[config.mk]
export PLATFORM = sky130hd
export DESIGN_NAME = clause_array_ctrl
export DESIGN_NICKNAME = d
export VERILOG_FILES = /design/src/rtl/clause_array_ctrl.sv
export SDC_FILE = /design/constraint.sdc
export NUM_CORES = 1
export LEC_CHECK = 0
export CAP_MARGIN = 20
export CORE_UTILIZATION = 40
export DETAILED_ROUTE_END_ITERATION = 8
export MAX_ROUTING_LAYER = met4
export PLACE_DENSITY_LB_ADDON = 0.08
export SYNTH_ARGS = -nofsm -noshare
export SYNTH_HDL_FRONTEND = slang
export SYNTH_SLANG_ARGS = --single-unit
[constraint.sdc]
create_clock -name clk -period 6.9 [get_ports clk]
set_clock_uncertainty 0.2 [all_clocks]
set_input_delay 2.07 -clock clk [delete_from_list [all_inputs] [get_ports clk]]
set_output_delay 2.07 -clock clk [all_outputs]
set_load 0.02 [all_outputs]
[src/rtl/clause_array_ctrl.sv]
// Controller for a clause array: serial load, indexed readback, BCP to fixpoint and backtrack.
// Every output is a register; the next-state block computes next values for all of them.
module clause_array_ctrl #(
    parameter int NUM_CLAUSES  = 8,
    parameter int NUM_VARS     = 8,
    parameter int WIDTH_C_LEN  = 4,
    parameter int MAX_BCP_ITER = 15
) (
    input  logic                             clk,
    input  logic                             rst,
    input  logic                             load_valid_i,
    output logic                             load_ready_o,
    input  logic [2*NUM_VARS-1:0]            load_clause_i,
    input  logic [WIDTH_C_LEN-1:0]           load_len_i,
    input  logic                             rd_start_i,
    output logic                             rd_valid_o,
    input  logic                             rd_ready_i,
    output logic [2*NUM_VARS-1:0]            rd_clause_o,
    output logic [$clog2(NUM_CLAUSES)-1:0]   rd_index_o,
    input  logic                             bcp_start_i,
    input  logic                             bkt_start_i,
    output logic [NUM_CLAUSES-1:0]           wr_o,
    output logic [NUM_CLAUSES-1:0]           rd_o,
    output logic [2*NUM_VARS-1:0]            clause_o,
    output logic [WIDTH_C_LEN-1:0]           clause_len_o,
    input  logic [2*NUM_VARS-1:0]            arr_clause_i,
    input  logic [3*NUM_VARS-1:0]            arr_var_value_i,
    input  logic                             arr_all_c_sat_i,
    output logic                             apply_impl_o,
    output logic                             apply_bkt_o,
    output logic                             busy_o,
    output logic                             done_o,
    output logic                             sat_o,
    output logic                             timeout_o,
    output logic [$clog2(NUM_CLAUSES):0]     fill_o
);
    localparam int IW  = $clog2(NUM_CLAUSES);
    localparam int FW  = IW + 1;
    localparam int ITW = $clog2(MAX_BCP_ITER + 1);
    localparam int CW  = 2 * NUM_VARS;
    localparam int VW  = 3 * NUM_VARS;
    localparam logic [FW-1:0]  FULL   = FW'(NUM_CLAUSES);
    localparam logic [ITW-1:0] MAX_IT = ITW'(MAX_BCP_ITER);

    typedef enum logic [3:0] {
        IDLE, LOAD, RD_REQ, RD_CAP, RD_OUT, BCP_APPLY, BCP_WAIT, BCP_CHECK, BKT
    } state_t;

    state_t                 state, state_n;
    logic [FW-1:0]          fill_n;
    logic [IW-1:0]          idx_n;
    logic [ITW-1:0]         iter, iter_n;
    logic [VW-1:0]          snap, snap_n;
    logic [NUM_CLAUSES-1:0] wr_n, rd_n;
    logic [CW-1:0]          clause_n, rd_clause_n;
    logic [WIDTH_C_LEN-1:0] len_n;
    logic                   impl_n, bkt_n, done_n, sat_n, timeout_n, rd_valid_n;
    logic                   ready_n, busy_n;

    always_ff @(posedge clk or posedge rst) begin
        if (rst) begin
            state        <= IDLE;
            fill_o       <= '0;
            rd_index_o   <= '0;
            iter         <= '0;
            snap         <= '0;
            wr_o         <= '0;
            rd_o         <= '0;
            clause_o     <= '0;
            clause_len_o <= '0;
            rd_clause_o  <= '0;
            rd_valid_o   <= 1'b0;
            apply_impl_o <= 1'b0;
            apply_bkt_o  <= 1'b0;
            done_o       <= 1'b0;
            sat_o        <= 1'b0;
            timeout_o    <= 1'b0;
            load_ready_o <= 1'b0;
            busy_o       <= 1'b0;
        end else begin
            state        <= state_n;
            fill_o       <= fill_n;
            rd_index_o   <= idx_n;
            iter         <= iter_n;
            snap         <= snap_n;
            wr_o         <= wr_n;
            rd_o         <= rd_n;
            clause_o     <= clause_n;
            clause_len_o <= len_n;
            rd_clause_o  <= rd_clause_n;
            rd_valid_o   <= rd_valid_n;
            apply_impl_o <= impl_n;
            apply_bkt_o  <= bkt_n;
            done_o       <= done_n;
            sat_o        <= sat_n;
            timeout_o    <= timeout_n;
            load_ready_o <= ready_n;
            busy_o       <= busy_n;
        end
    end

    always_comb begin
        state_n     = state;
        fill_n      = fill_o;
        idx_n       = rd_index_o;
        iter_n      = iter;
        snap_n      = snap;
        wr_n        = '0;
        rd_n        = '0;
        clause_n    = clause_o;
        len_n       = clause_len_o;
        rd_clause_n = rd_clause_o;
        rd_valid_n  = rd_valid_o;
        impl_n      = 1'b0;
        bkt_n       = 1'b0;
        done_n      = 1'b0;
        sat_n       = sat_o;
        timeout_n   = timeout_o;
        case (state)
            IDLE: begin
                // Lower-priority starts arriving in the same cycle are dropped.
                if (bkt_start_i) begin
                    state_n = BKT;
                    bkt_n   = 1'b1;
                end else if (bcp_start_i) begin
                    state_n   = BCP_APPLY;
                    impl_n    = 1'b1;
                    iter_n    = ITW'(1);
                    sat_n     = 1'b0;
                    timeout_n = 1'b0;
                end else if (rd_start_i) begin
                    if (fill_o == '0) begin
                        done_n = 1'b1;
                    end else begin
                        state_n = RD_REQ;
                        idx_n   = '0;
                        rd_n    = NUM_CLAUSES'(1);
                    end
                end else if (load_valid_i && load_ready_o) begin
                    state_n  = LOAD;
                    wr_n     = NUM_CLAUSES'(1) << fill_o;
                    clause_n = load_clause_i;
                    len_n    = load_len_i;
                    fill_n   = fill_o + FW'(1);
                end
            end
            LOAD:   state_n = IDLE;
            RD_REQ: state_n = RD_CAP;
            RD_CAP: begin
                // Array read data lands one cycle after the read strobe.
                rd_clause_n = arr_clause_i;
                rd_valid_n  = 1'b1;
                state_n     = RD_OUT;
            end
            RD_OUT: begin
                if (rd_ready_i) begin
                    rd_valid_n = 1'b0;
                    if ({1'b0, rd_index_o} == fill_o - FW'(1)) begin
                        state_n = IDLE;
                        done_n  = 1'b1;
                    end else begin
                        idx_n   = rd_index_o + IW'(1);
                        rd_n    = NUM_CLAUSES'(1) << (rd_index_o + IW'(1));
                        state_n = RD_REQ;
                    end
                end
            end
            BCP_APPLY: begin
                snap_n  = arr_var_value_i;
                state_n = BCP_WAIT;
            end
            BCP_WAIT: state_n = BCP_CHECK;
            BCP_CHECK: begin
                if (arr_var_value_i != snap) begin
                    if (iter < MAX_IT) begin
                        state_n = BCP_APPLY;
                        impl_n  = 1'b1;
                        iter_n  = iter + ITW'(1);
                    end else begin
                        state_n   = IDLE;
                        timeout_n = 1'b1;
                        done_n    = 1'b1;
                    end
                end else begin
                    state_n = IDLE;
                    done_n  = 1'b1;
                    sat_n   = arr_all_c_sat_i;
                end
            end
            BKT: begin
                state_n = IDLE;
                done_n  = 1'b1;
            end
            default: state_n = IDLE;
        endcase
        ready_n = (state_n == IDLE) && (fill_n < FULL);
        busy_n  = (state_n != IDLE);
    end
endmodule
-- Word-level counts from Yosys, hierarchy flattened
Index checks and enable logic that the tools add are counted.
- bits in registers: 99
- latch bits: 0
- memory bits (writable): 0
- ROM bits: 0
- input port bits: 68
- output and inout port bits: 67
- logic and storage cells: 128
- memories: 0
- add/sub/neg operators: 4
- $mul: 0
- divide/modulo/power cells: 0
- $lt $le $gt $ge: 2
- equality and inequality tests: 20
- shift operators: 2
- muxes and demuxes: 64
- bitwise operators: 3
- reductions and logical operators: 15
- operators by type and width (kind ; count):
    2-to-1 mux 4 bit ; 16
    2-to-1 mux 8 bit ; 7
    case mux 4 bit (7 select lines) ; 1
    2-to-1 mux 1 bit ; 24
    != test 24 bit ; 1
    != test 2 bit, second input constant ; 11
    2-to-1 mux 3 bit ; 7
    equality test 4 x 3 -> 1 bit, second input constant ; 4
    case mux 8 bit (2 select lines) ; 1
    AND reduction 5 bit ; 3
    zero test 4 bit ; 3
    adder 4 x 1 -> 4 bit, second input constant ; 2
    equality test 4 x 2 -> 1 bit, second input constant ; 2
    < comparator 4 bit, second input constant ; 2
    case mux 1 bit (2 select lines) ; 4
    case mux 4 bit (2 select lines) ; 1
    left shift 1 x 3 -> 8 bit, first input constant ; 1
    left shift 1 x 4 -> 8 bit, first input constant ; 1
    AND reduction 7 bit ; 1
    case mux 3 bit (2 select lines) ; 1
    nonzero test 2 bit ; 3
    equality test 3 x 4 -> 1 bit ; 1
    equality test 4 bit, second input constant ; 1
    case mux 1 bit (4 select lines) ; 1
    8 further kinds ; 11

-- Depth between registers and ports, before layout
- depth in word-level cells: 8
- depth in mapped cells: 8
- mapped depth without buffers: 8

-- Worst setup path before layout
Ideal clock, no wire load.
- path kind: in2reg
- start: in arr_var_value_i[16]
- end: reg state[2]
- setup time: 0.129 ns
- arrival: 3.092 ns
- required time: 6.571 ns
- slack: 3.479 ns
- cell stages on the path: 6
- buffers on the path: 0
- path through: xnor2_1 nand4_1 nor4_1 a21o_4 and2_1 o21ai_0
- cells in the longest elaborated chain, start to end: 3
- RTL lines (item ; line ; source):
    from (decl) ; 27 ; input logic [3*NUM_VARS-1:0] arr_var_value_i,
    != test 24 bit ; 174 ; if (arr_var_value_i != snap) begin
    2-to-1 mux 4 bit ; 174 ;
    case mux 4 bit (7 select lines) ; 119 ; case (state)
    named net state_n[2] ; 49 ; state_t state, state_n;
    to (signal assigned) ; 81 ; state <= state_n;
    to (decl) ; 49 ;
The timed path passes the listed nets, and every way through them passes these cells.
A chain may end at the register's enable or synchronous reset.

-- Final worst setup path
- start: in bkt_start_i
- end: reg wr_o[6]
- cells in the longest elaborated chain, start to end: 2
- RTL lines (item ; line ; source):
    from (decl) ; 21 ; input logic bkt_start_i,
    2-to-1 mux 8 bit ; 122 ; if (bkt_start_i) begin
    2-to-1 mux 8 bit ; 119 ;
    named net wr_n[6] ; 54 ; logic [NUM_CLAUSES-1:0] wr_n, rd_n;
    to (signal assigned) ; 86 ; wr_o <= wr_n;
    to (decl) ; 22 ; output logic [NUM_CLAUSES-1:0] wr_o,
The timed path passes the listed nets, and every way through them passes these cells.

==> results.txt <==
----------------------------------------------------
[Run status]
  Status ... finished clean

[Synthesis]
  Number of register bits inferred by synthesis ... 99
  Most common flop cell mapped by yosys ... sky130_fd_sc_hd__dfrtp_1
  Register area share after synthesis ... 54.94%
  EDFF count, synth ... 0
  Synth Net Count ... 472
  Area share of the largest cell type after synthesis ... 54.94%
  Cell count after synthesis ... 391
  Commonest cells in the netlist ... sky130_fd_sc_hd__dfrtp_1, sky130_fd_sc_hd__nand2_1, sky130_fd_sc_hd__mux2_2
  Dominant cell by count in the synthesized netlist ... sky130_fd_sc_hd__dfrtp_1
  Unique cell type count in the Yosys netlist ... 51
  Async set-reset flop share out of synthesis ... 100.0%
  Area leader, netlist ... sky130_fd_sc_hd__dfrtp_1
  Syn avg cell area ... 11.53 µm²
  Synth Cell Area ... 0.004509 mm²
  Synth warnings ... 0
  Largest cells by area after synthesis ... sky130_fd_sc_hd__dfrtp_1, sky130_fd_sc_hd__mux2_2, sky130_fd_sc_hd__nand2_1

[Hold path]
  Class of the tightest hold or removal check ... reg -> reg
  Worst hold endpoint ... clause_o[12]$_DFFE_PP0P_
  Hold wc startpoint ... clause_o[12]$_DFFE_PP0P_
  Cell count of the worst hold path ... 2

[Setup path]
  Slowest cell on the critical path ... sky130_fd_sc_hd__and2_1
  Register-to-Register Setup Slack ... 4.25 ns
  Maximum single-stage delay on the critical path ... 0.83 ns
  Worst setup path start ... bkt_start_i
  Worst setup EP type ... flop
  Data arrival, critical path ... 4.05 ns
  Number of cells on the worst reg-to-reg path ... 8
  Startpoint-to-endpoint class of the critical path ... in -> reg
  R2r endpoint ... rd_index_o[0]$_DFFE_PP0P_
  Kind of cell with the highest combined delay on the critical path ... simple AND/OR/NAND/NOR gates
  Critical-path maximum fanout ... 27
  Startpoint of the lowest-slack register-to-register path ... fill_o[0]$_DFFE_PP0P_
  Required time of the critical path ... 7.00 ns
  Critical path, cell by cell ... clkdlybuf4s50_1, nor3b_4, and2_1, and3_1
  Combined buffer and inverter count along the critical path ... 1
  Sort of element at the start of the critical path ... input pin

[Clock network]
  Number of buffers inserted for hold repair after clock tree synthesis ... 0
  Htree depth ... 3
  TritonCTS clock tree ... done
  Clock latency of the later-clocked register in the worst-skew pair ... 0.36 ns
  Clock buffers created by TritonCTS ... 9
  Number of buffers on the longest clock path ... 2
  Clock transition at path regs ... 0.09 ns
  Setup fix buffers added after clock tree synthesis ... 0
  Clock net sink count ... 99
  Library cell used as clock root buffer ... sky130_fd_sc_hd__clkbuf_8
  Count of cells resized by post-cts repair ... 0

[Global route]
  First-pass GRT wire length ... 15640 µm
  Pin count of the biggest net entering global routing ... 55
  Final global-route overflow total ... 0
  Via count of the first global-routing pass ... 3307
  Antenna violations before repair ... 0
  Gr usage total ... 17.88%

[Timing]
  Upper clock frequency limit ... 253.0 MHz
  Unrepaired setup endpoints after global routing ... false
  Minimum clock period ... 3.952 ns
  Total count of max-transition violations in the final report ... 0
  # setup viols final ... 0
  Fraction of the cycle the final worst path needs ... 57.28%
  Normalized max-slew margin ... 34.69%
  Number of endpoints with negative hold slack in the final report ... 0
  Hold WS ... 0.2837 ns
  Worst Max-Slew Pin Slew ... 0.9797 ns
  Setup TNS ... 0 ns

[Floorplanning]
  Std-Cell Rows ... 38
  Die Area ... 0.01170 mm²
  Die Ht ... 108.2 µm
  Area of the core ... 0.01089 mm²
  Effective utilization at floorplan ... 41.42%
  Top-Level Pins ... 135
  Die extent in x ... 108.2 µm

[Layout]
  Proportion of layout cells with a drive suffix above 1 ... 14.34%
  Layout area overhead ... 36.32%
  Number of nets in the finished design ... 606
  Cell area after layout ... 0.006147 mm²
  Ant. Diodes ... 0

[Power and ir drop]
  Worst vdd rail ir drop ... 0.2346 mV
  Pwr Density ... 310.0 mW/mm²
  Leakage dissipation ... 2.728 nW

[Placement]
  Final weighted congestion in routability-driven placement ... 0.7600
  HPWL after DPL ... 6877 µm
  Placement Cell Area ... 0.005968 mm²
  Number of buffers added on ports ... 134

[Detailed routing]
  Number of DRC violations after detailed routing ... 0
  Drt initial violations ... 67
  Via density ... 4.854
  Pre-Repair DR Iteration Count ... 4
  Routed length per placed instance ... 14.36 µm
  Number of vias after detailed routing ... 3252
  Total routed wirelength ... 9620 µm
  Detail Route Antenna Nets ... 0

[Job]
  Count of maximum capacitance violations ... 0

----------------------------------------------------
worst max-delay path by stage:
stage | to | depth (start not counted)
after global routing | fill_o[1]$_DFFE_PP0P_ | 4
after floorplan | apply_bkt_o$_DFF_PP0_ | 1
final | wr_o[6]$_DFF_PP0_ | 4
after detailed placement | fill_o[1]$_DFFE_PP0P_ | 4
after CTS | fill_o[1]$_DFFE_PP0P_ | 4
after global placement | wr_o[5]$_DFF_PP0_ | 4
registers in the layout, summed over array words and instances, names as in the netlist, 3 cells and up:
signal and count:
clause_len_o 4, snap 24, rd_clause_o 16, wr_o 8
rd_o 8, clause_o 16, rd_index_o 3, fill_o 4
state 4, iter 4
worst register-to-register path: stages, from the launching register on:
cell and delay (ns):
sky130_fd_sc_hd__dfrtp_1 0.51, sky130_fd_sc_hd__inv_1 0.19, sky130_fd_sc_hd__ha_1 0.25, sky130_fd_sc_hd__xor2_1 0.15
sky130_fd_sc_hd__or4b_1 0.47, sky130_fd_sc_hd__a211o_2 0.39, sky130_fd_sc_hd__nand2_2 0.12, sky130_fd_sc_hd__mux2i_1 0.09
sky130_fd_sc_hd__a22o_1 0.19
cell usage in the layout, fill, tap and decap left out, types with 3 or more instances in the layout:
master                              n
sky130_fd_sc_hd__a21oi_1            4
sky130_fd_sc_hd__and2_1            10
sky130_fd_sc_hd__and3_1             8
sky130_fd_sc_hd__buf_4              3
sky130_fd_sc_hd__clkbuf_8          11
sky130_fd_sc_hd__clkdlybuf4s50_1  134
sky130_fd_sc_hd__clkinv_2           4
sky130_fd_sc_hd__dfrtp_1           99
sky130_fd_sc_hd__ha_1              13
sky130_fd_sc_hd__inv_1             12
sky130_fd_sc_hd__mux2_2            40
sky130_fd_sc_hd__nand2_1           71
sky130_fd_sc_hd__nand3_1            5
sky130_fd_sc_hd__nand3b_1           4
sky130_fd_sc_hd__nand4_1            8
sky130_fd_sc_hd__nor2_1            15
sky130_fd_sc_hd__o211ai_1           4
sky130_fd_sc_hd__o21ai_0           11
sky130_fd_sc_hd__xnor2_1           29
sky130_fd_sc_hd__xor2_1             3
layer usage:
metal | vias up | routed length [µm] | GRT usage, %
met4 | 0 | 144 | 6.947
met3 | 10 | 593 | 4.943
li1 | 1576 | - | -
met2 | 82 | 4466 | 27.43
met1 | 1584 | 4416 | 22.39
met5 | - | 0 | -
cell families after synthesis:
family | count (synthesis) | synth area share [%]
and+or+nand+nor | 148 | 17.40
AOI/OAI and AO/OA | 31 | 4.661
DFF | 99 | 54.94
buffers and inverters | 27 | 2.969
muxes | 41 | 10.21
adders and majority gates | 13 | 3.607
xor gates and xnor gates | 32 | 6.215
cell type report:
| cell class | instances | area, µm² |
|---|---|---|
| clock buffer | 11 | 151.4 |
| clock inverter | 5 | 27.53 |
| inverter | 13 | 51.30 |
| fill | 986 | 4741 |
| multi-input combinational | 265 | 1901 |
| tap | 140 | 175.2 |
| sequential | 99 | 2477 |
| timing repair buffer | 137 | 1364 |
report_power, final:
| group | switching (W) | total (W) | leakage, nW | internal (W) |
|---|---|---|---|---|
| logic | 0.000300 | 0.000696 | 1.37 | 0.000396 |
| clock network | 0.000196 | 0.000344 | 0.0949 | 0.000148 |
| registers | 0.000128 | 0.000865 | 1.26 | 0.000738 |
| total | 0.000623 | 0.00191 | 2.73 | 0.00128 |
per-stage QoR:
step	utilization (%)	worst slack (ns)	total power, W	instances
2_1_floorplan	-	2.040	0.001322	391
3_3_place_gp	54.82	2.606	0.001562	654
3_5_place_dp	54.82	2.533	0.001580	654
4_1_cts	56.46	2.920	0.001930	670
5_1_grt	56.46	2.781	0.002019	670
6_report	56.46	2.948	0.001905	670
No activity file was read; power rests on OpenSTA's default activity.
